**src/rtl/pipe_trace_buffer.sv**
```systemverilog
// Triggerable circular trace buffer for the MIPS32 pipeline probes.
// Captures NUM_CH words per sample, keeps POST_TRIG samples after the trigger, then drains oldest-first.
module pipe_trace_buffer #(
    parameter int unsigned NUM_CH    = 4,
    parameter int unsigned DEPTH     = 16,
    parameter int unsigned POST_TRIG = 8,
    parameter int unsigned TS_W      = 16,
    localparam int unsigned AW       = $clog2(DEPTH),
    localparam int unsigned CW       = (NUM_CH > 1) ? $clog2(NUM_CH) : 1
) (
    input  logic                   clk,
    input  logic                   reset,
    input  logic [NUM_CH*32-1:0]   probe_in,
    input  logic                   probe_valid,
    input  logic                   arm,
    input  logic                   trigger,
    output logic                   rd_valid,
    input  logic                   rd_ready,
    output logic [31:0]            rd_data,
    output logic [CW-1:0]          rd_ch,
    output logic [TS_W-1:0]        rd_ts,
    output logic                   rd_trig,
    output logic                   rd_last,
    output logic                   capt_done,
    output logic [1:0]             state,
    output logic [AW:0]            fill
);

    localparam int unsigned DW = NUM_CH * 32;

    typedef enum logic [1:0] {
        S_IDLE  = 2'd0,
        S_ARMED = 2'd1,
        S_POST  = 2'd2,
        S_READ  = 2'd3
    } state_e;

    state_e          state_q;
    logic [AW-1:0]   wp_q;
    logic [AW:0]     fill_q;
    logic [AW:0]     post_cnt_q;
    logic [TS_W-1:0] ts_q;
    logic [AW:0]     rd_pos_q;
    logic [CW-1:0]   rd_ch_q;
    logic            capt_done_q;

    logic [DW-1:0]   data_mem [DEPTH];
    logic [TS_W-1:0] ts_mem   [DEPTH];

    logic            wr_en;
    logic [AW:0]     fill_d;
    logic [AW:0]     post_cnt_d;
    logic            full;
    logic [AW-1:0]   rd_base;
    logic [AW-1:0]   rd_idx;
    logic [DW-1:0]   rd_entry;
    logic [31:0]     rd_word;
    logic [AW:0]     trig_pos;
    logic            ch_last;
    logic            pos_last;

    assign wr_en      = probe_valid && ((state_q == S_ARMED) || (state_q == S_POST));
    assign full       = (fill_q == (AW+1)'(DEPTH));
    assign fill_d     = full ? fill_q : fill_q + (AW+1)'(1);
    assign post_cnt_d = post_cnt_q + (AW+1)'(1);

    // Once the buffer has wrapped, the write pointer is also the oldest entry.
    assign rd_base  = full ? wp_q : '0;
    assign rd_idx   = rd_base + rd_pos_q[AW-1:0];
    assign rd_entry = data_mem[rd_idx];
    assign trig_pos = fill_q - (AW+1)'(POST_TRIG + 1);
    assign ch_last  = (rd_ch_q == CW'(NUM_CH - 1));
    assign pos_last = (rd_pos_q == fill_q - (AW+1)'(1));

    always_comb begin
        rd_word = '0;
        for (int c = 0; c < int'(NUM_CH); c++) begin
            if (rd_ch_q == CW'(c)) rd_word = rd_entry[c*32 +: 32];
        end
    end

    // Readout fields are forced to zero outside READ so they idle at their reset values.
    assign rd_valid  = (state_q == S_READ);
    assign rd_data   = rd_valid ? rd_word : '0;
    assign rd_ch     = rd_valid ? rd_ch_q : '0;
    assign rd_ts     = rd_valid ? ts_mem[rd_idx] : '0;
    assign rd_trig   = rd_valid && (rd_pos_q == trig_pos);
    assign rd_last   = rd_valid && pos_last && ch_last;
    assign capt_done = capt_done_q;
    assign state     = state_q;
    assign fill      = fill_q;

    // Sample storage; deliberately not reset.
    always_ff @(posedge clk) begin
        if (wr_en) begin
            data_mem[wp_q] <= probe_in;
            ts_mem[wp_q]   <= ts_q;
        end
    end

    always_ff @(posedge clk or posedge reset) begin
        if (reset) begin
            state_q     <= S_IDLE;
            wp_q        <= '0;
            fill_q      <= '0;
            post_cnt_q  <= '0;
            ts_q        <= '0;
            rd_pos_q    <= '0;
            rd_ch_q     <= '0;
            capt_done_q <= 1'b0;
        end else begin
            capt_done_q <= 1'b0;
            case (state_q)
                S_IDLE: begin
                    if (arm) begin
                        state_q    <= S_ARMED;
                        wp_q       <= '0;
                        fill_q     <= '0;
                        post_cnt_q <= '0;
                        ts_q       <= '0;
                        rd_pos_q   <= '0;
                        rd_ch_q    <= '0;
                    end
                end
                S_ARMED: begin
                    ts_q <= ts_q + TS_W'(1);
                    if (probe_valid) begin
                        wp_q   <= wp_q + AW'(1);
                        fill_q <= fill_d;
                        if (trigger) begin
                            if (POST_TRIG == 0) begin
                                state_q     <= S_READ;
                                capt_done_q <= 1'b1;
                            end else begin
                                state_q <= S_POST;
                            end
                        end
                    end
                end
                S_POST: begin
                    ts_q <= ts_q + TS_W'(1);
                    if (probe_valid) begin
                        wp_q       <= wp_q + AW'(1);
                        fill_q     <= fill_d;
                        post_cnt_q <= post_cnt_d;
                        if (post_cnt_d == (AW+1)'(POST_TRIG)) begin
                            state_q     <= S_READ;
                            capt_done_q <= 1'b1;
                        end
                    end
                end
                S_READ: begin
                    if (rd_ready) begin
                        if (ch_last) begin
                            rd_ch_q  <= '0;
                            rd_pos_q <= rd_pos_q + (AW+1)'(1);
                            if (pos_last) state_q <= S_IDLE;
                        end else begin
                            rd_ch_q <= rd_ch_q + CW'(1);
                        end
                    end
                end
                default: state_q <= S_IDLE;
            endcase
        end
    end

endmodule

```
**config.mk**
```make
export PLATFORM = sky130hd
export DESIGN_NAME = pipe_trace_buffer
export DESIGN_NICKNAME = d
export VERILOG_FILES = /design/src/rtl/pipe_trace_buffer.sv
export SDC_FILE = /design/constraint.sdc
export NUM_CORES = 2
export LEC_CHECK = 0
export ABC_AREA = 1
export CORE_ASPECT_RATIO = 1.5
export CORE_MARGIN = 2
export CORE_UTILIZATION = 61
export CTS_CLUSTER_DIAMETER = 200
export DETAILED_ROUTE_END_ITERATION = 8
export PLACE_DENSITY_LB_ADDON = 0.25
export REMOVE_ABC_BUFFERS = 1
export SLEW_MARGIN = 20
export SYNTH_ARGS = -nofsm -noshare
export SYNTH_HDL_FRONTEND = slang
export SYNTH_SLANG_ARGS = --single-unit
```
**constraint.sdc**
```tcl
create_clock -name clk -period 9.7 [get_ports clk]
set_input_delay 1.94 -clock clk [delete_from_list [all_inputs] [get_ports clk]]
set_output_delay 1.94 -clock clk [all_outputs]
set_load 0.03 [all_outputs]
```
==> Implementation_results.wiki <==
{| class="wikitable"
! Metric !! Value
|-
| Outcome || finished clean
|-
| Die Height || 488 microns
|-
| Most frequent standard cell in the layout excluding fill and tap cells || sky130_fd_sc_hd__nand2_1
|-
| Critical Path End Type || output port
|-
| Aggregate negative setup slack || 0 ns
|-
| Top cell type by total area after synthesis || sky130_fd_sc_hd__edfxtp_1
|-
| Total Power Consumption || 22.1 mW
|-
| Clock power frac || 0.365
|-
| Cell types with the largest area share after synthesis || sky130_fd_sc_hd__edfxtp_1 73%, sky130_fd_sc_hd__nand2_1 9.5%, sky130_fd_sc_hd__nand3_1 7.2%
|-
| Number of hold buffers added after cts || 0
|-
| Headroom to the max-slew limit || 0.251
|-
| Post-synth top area share || 0.728
|-
| Synthesized area per cell || 12.0 sq um
|-
| Clk_lat worst skew || slightly above 0.8 ns
|-
| Post-cts resize count || 0
|-
| DR pass1 iterations || 6
|-
| Switching portion of total power || 0.242
|-
| Number of top-level pins || 195
|-
| Highest-delay cell along the critical path || sky130_fd_sc_hd__fa_4
|-
| Row count || 177
|-
| Static Leak || 37.1 nW
|-
| Detail-routed via count per cell || 6.23
|-
| Sequential cell area fraction in the yosys report || 0.738
|-
| PortBufs || 194
|-
| Post-Layout Inst Area || between 100,000 and 150,000 sq um
|-
| Critical Path Source Type || register
|-
| Maximum fanout encountered on the critical timing path || a little under 200
|-
| Post-route fraction of the period consumed by the critical path || 0.895
|-
| Commonest cells after routing, fill and taps aside || 2,415 x sky130_fd_sc_hd__nand2_1, 2,304 x sky130_fd_sc_hd__edfxtp_1, 1,362 x sky130_fd_sc_hd__nand3_1
|-
| HPWL after detailed placement || roughly 120,000 microns
|-
| CP dominant cell by count || sky130_fd_sc_hd__nand2_1
|-
| Placeable core region || 155,000 sq um
|-
| Final number of hold-violating endpoints || 0
|-
| Area grow syn2layout || 10.6%
|-
| Max frequency || 115 MHz
|-
| Yosys reg bits || 2,344
|-
| Largest net degree at the start of global routing || between 200 and 250
|-
| Cell variety after synth || 48
|-
| Number of clock buffers inserted by TritonCTS || 203
|-
| Proportion of register bits with asynchronous set or reset after synthesis || 0.0171
|-
| Data arrival at the endpoint of the critical path || around 6.7 ns
|-
| Number of nets in the finished design || 8,065
|-
| Number of enable-type register cells in the synthesized netlist || 2,304
|-
| CTS Sinks || 2,344
|-
| Routed wire length || 252,000 microns
|-
| Overall routing resource usage || 0.314
|-
| Drt wl/cell || 24.8 microns
|-
| Final Wtd Congestion || 0.783
|-
| Setup repair after global routing missed its margin || no
|-
| Post-CTS repair timing setup buffer count || 0
|-
| Antenna violations before repair || 33
|-
| Number of DRC violations after detailed routing || 0
|-
| Placed inst area || 98,600 sq um
|-
| Worst path buffer plus inverter count || 6
|-
| Cells traversed along the worst timing path || inv_1, ha_1, nand2_1, nor3_1, inv_1, nor2_1, ha_4, fa_4, inv_16, buf_4, buf_4, o21ai_0, o22ai_1, nand2_1, nand3_1, nand3_1, nand2_1, clkdlybuf4s50_1
|-
| Synthesis Warnings || 0
|-
| Core utilization of the finished layout || 0.678
|-
| Library cell used as clock root buffer || sky130_fd_sc_hd__clkbuf_16
|-
| Htree depth || 4
|-
| First DRT Iteration DRCs || 7,543
|-
| Internal power || 16.7 mW
|-
| Share of power burned in registers || 0.534
|-
| Power density over the cells || 210 nW/um^2
|-
| Clock tree skew after final layout || approximately 0.020 ns
|-
| Ratio of cells with drive above 1 in the final layout || 0.0541
|-
| Number of global-route vias before repair || ~60,000
|-
| Initial core utilization || 0.613
|-
| Max-capacitance violation count || 0
|-
| Power share of the combinational group || 0.101
|-
| Category of the most critical setup path || reg -> out
|-
| Final Slew Violations || 0
|-
| Die footprint || 159,000 sq um
|-
| Global-route congestion overflow total || 0
|-
| DR vias || roughly 63,000
|-
| Clock edge transition at the registers on the reported setup and hold paths || around 0.07 ns
|-
| Prevailing post-synth register cell || sky130_fd_sc_hd__edfxtp_1
|-
| Path type of the worst min-delay path || reg -> reg
|-
| Deepest clock path buffer count || 3
|-
| Width of the die || 326 microns
|-
| Wire length of the first global-routing pass || 373,000 microns
|-
| Critical path required time || 7.76 ns
|-
| Reported net switching power || roughly 5.3 mW
|-
| Worst Tran Pin Value || approximately 1.1 ns
|-
| Final antenna-violating net count || 0
|-
| Combined area of all synthesized cells || about 95,000 sq um
|-
| Post-synthesis cell count || 7,911
|-
| Tmin final || around 8.7 ns
|-
| Largest delay contributor family on the critical path || buffers and inverters
|-
| TritonCTS clock tree || done
|-
| Worst IR drop on VDD || 0.278 mV
|-
| Worst stage delay on the critical path || 0.88 ns
|-
| Final setup violation count || 0
|}
flip-flops by register name, indices dropped and copies added (netlist names), 4 cells and up:
register / flops
ts_q: 16
ts_mem: 256
fill: 5
data_mem: 2048
post_cnt_q: 5
wp_q: 4
rd_pos_q: 5
through the flow:
step	std cells	hold slack, ns	setup slack, ns
6_report	10154	0.510	1.02
5_1_grt	10144	0.541	0.807
4_1_cts	10135	0.518	1.11
3_5_place_dp	9761	0.504	2.06
3_3_place_gp	9760	0.482	2.07
2_1_floorplan	7409	0.467	-42.72
layout make-up:
class / count / area (sq um)
Antenna cell: 18 / 45.0
Clock buffer: 261 / 5480
Clock inverter: 113 / 1080
Fill cell: 10748 / 49800
Inverter: 118 / 483
Multi-Input combinational cell: 4947 / 22200
Sequential cell: 2344 / 70200
Tap cell: 2058 / 2570
Timing Repair Buffer: 295 / 3150
synthesized netlist by cell type (5+ instances only):
library cell	instances
sky130_fd_sc_hd__nand2_1	2416
sky130_fd_sc_hd__edfxtp_1	2304
sky130_fd_sc_hd__nand3_1	1363
sky130_fd_sc_hd__nor2_1	380
sky130_fd_sc_hd__o21ai_0	310
sky130_fd_sc_hd__buf_2	231
sky130_fd_sc_hd__clkbuf_1	154
sky130_fd_sc_hd__a21oi_1	140
sky130_fd_sc_hd__inv_1	113
sky130_fd_sc_hd__buf_4	61
sky130_fd_sc_hd__o21ai_1	52
sky130_fd_sc_hd__o221ai_1	52
sky130_fd_sc_hd__buf_1	46
sky130_fd_sc_hd__o22ai_1	42
sky130_fd_sc_hd__dfrtp_1	40
sky130_fd_sc_hd__and2_1	36
sky130_fd_sc_hd__and2_0	32
sky130_fd_sc_hd__ha_1	21
sky130_fd_sc_hd__a22o_1	16
sky130_fd_sc_hd__nor3_1	16
sky130_fd_sc_hd__or2_2	14
sky130_fd_sc_hd__buf_6	10
sky130_fd_sc_hd__a31oi_1	9
sky130_fd_sc_hd__nand4_1	7
sky130_fd_sc_hd__a22oi_1	6
sky130_fd_sc_hd__xor2_1	5
metal layers:
layer  part of all wire  vias up  global-route usage
li1                   -    27982                   -
met1               0.37    31088               0.410
met2               0.48     3465               0.518
met3               0.10      665              0.0594
met4              0.044       34               0.138
met5            0.00090        -                   0
power by group through the flow:
| stage | logic, mW | clock network [mW] | registers (mW) |
|---|---|---|---|
| 2_1_floorplan | 1.13 | 0 | 12.0 |
| 3_3_place_gp | 2.16 | 0 | 12.0 |
| 3_5_place_dp | 2.19 | 0 | 12.0 |
| 4_1_cts | 2.20 | 8.11 | 11.8 |
| 5_1_grt | 2.39 | 8.48 | 11.8 |
| 6_report | 2.23 | 8.06 | 11.8 |
cells by family after synthesis:
kind of cell               share of synthesized area
xor gates and xnor gates                    0.000908
and+or+nand+nor                                0.190
buffers and inverters                         0.0307
adders and majority gates                    0.00297
DFF                                            0.738
AOI/OAI and AO/OA                             0.0378
worst paths after layout:
check,endpoint,slack (ns),cells past startpoint,from
hold / removal,post_cnt_q[0],0.51,1,post_cnt_q[0]
min in group asynchronous,post_cnt_q[1],1.56,3,reset
setup / recovery,rd_data[9],1.02,18,fill[0]
setup reg to reg,data_mem[6][48],5.65,8,state[1]
hold reg to reg,post_cnt_q[0],0.51,1,post_cnt_q[0]
max in group asynchronous,ts_q[12],7.76,3,reset
worst register-to-register path: stages (launching register included):
cell,delay [ns]
sky130_fd_sc_hd__dfrtp_1,0.44
sky130_fd_sc_hd__inv_1,0.09
sky130_fd_sc_hd__ha_1,0.44
sky130_fd_sc_hd__nand2_1,0.10
sky130_fd_sc_hd__inv_1,0.12
sky130_fd_sc_hd__nand2_1,0.25
sky130_fd_sc_hd__nor2_4,0.63
sky130_fd_sc_hd__buf_12,0.73
sky130_fd_sc_hd__buf_4,0.83
(Power assumes the default switching activity.)
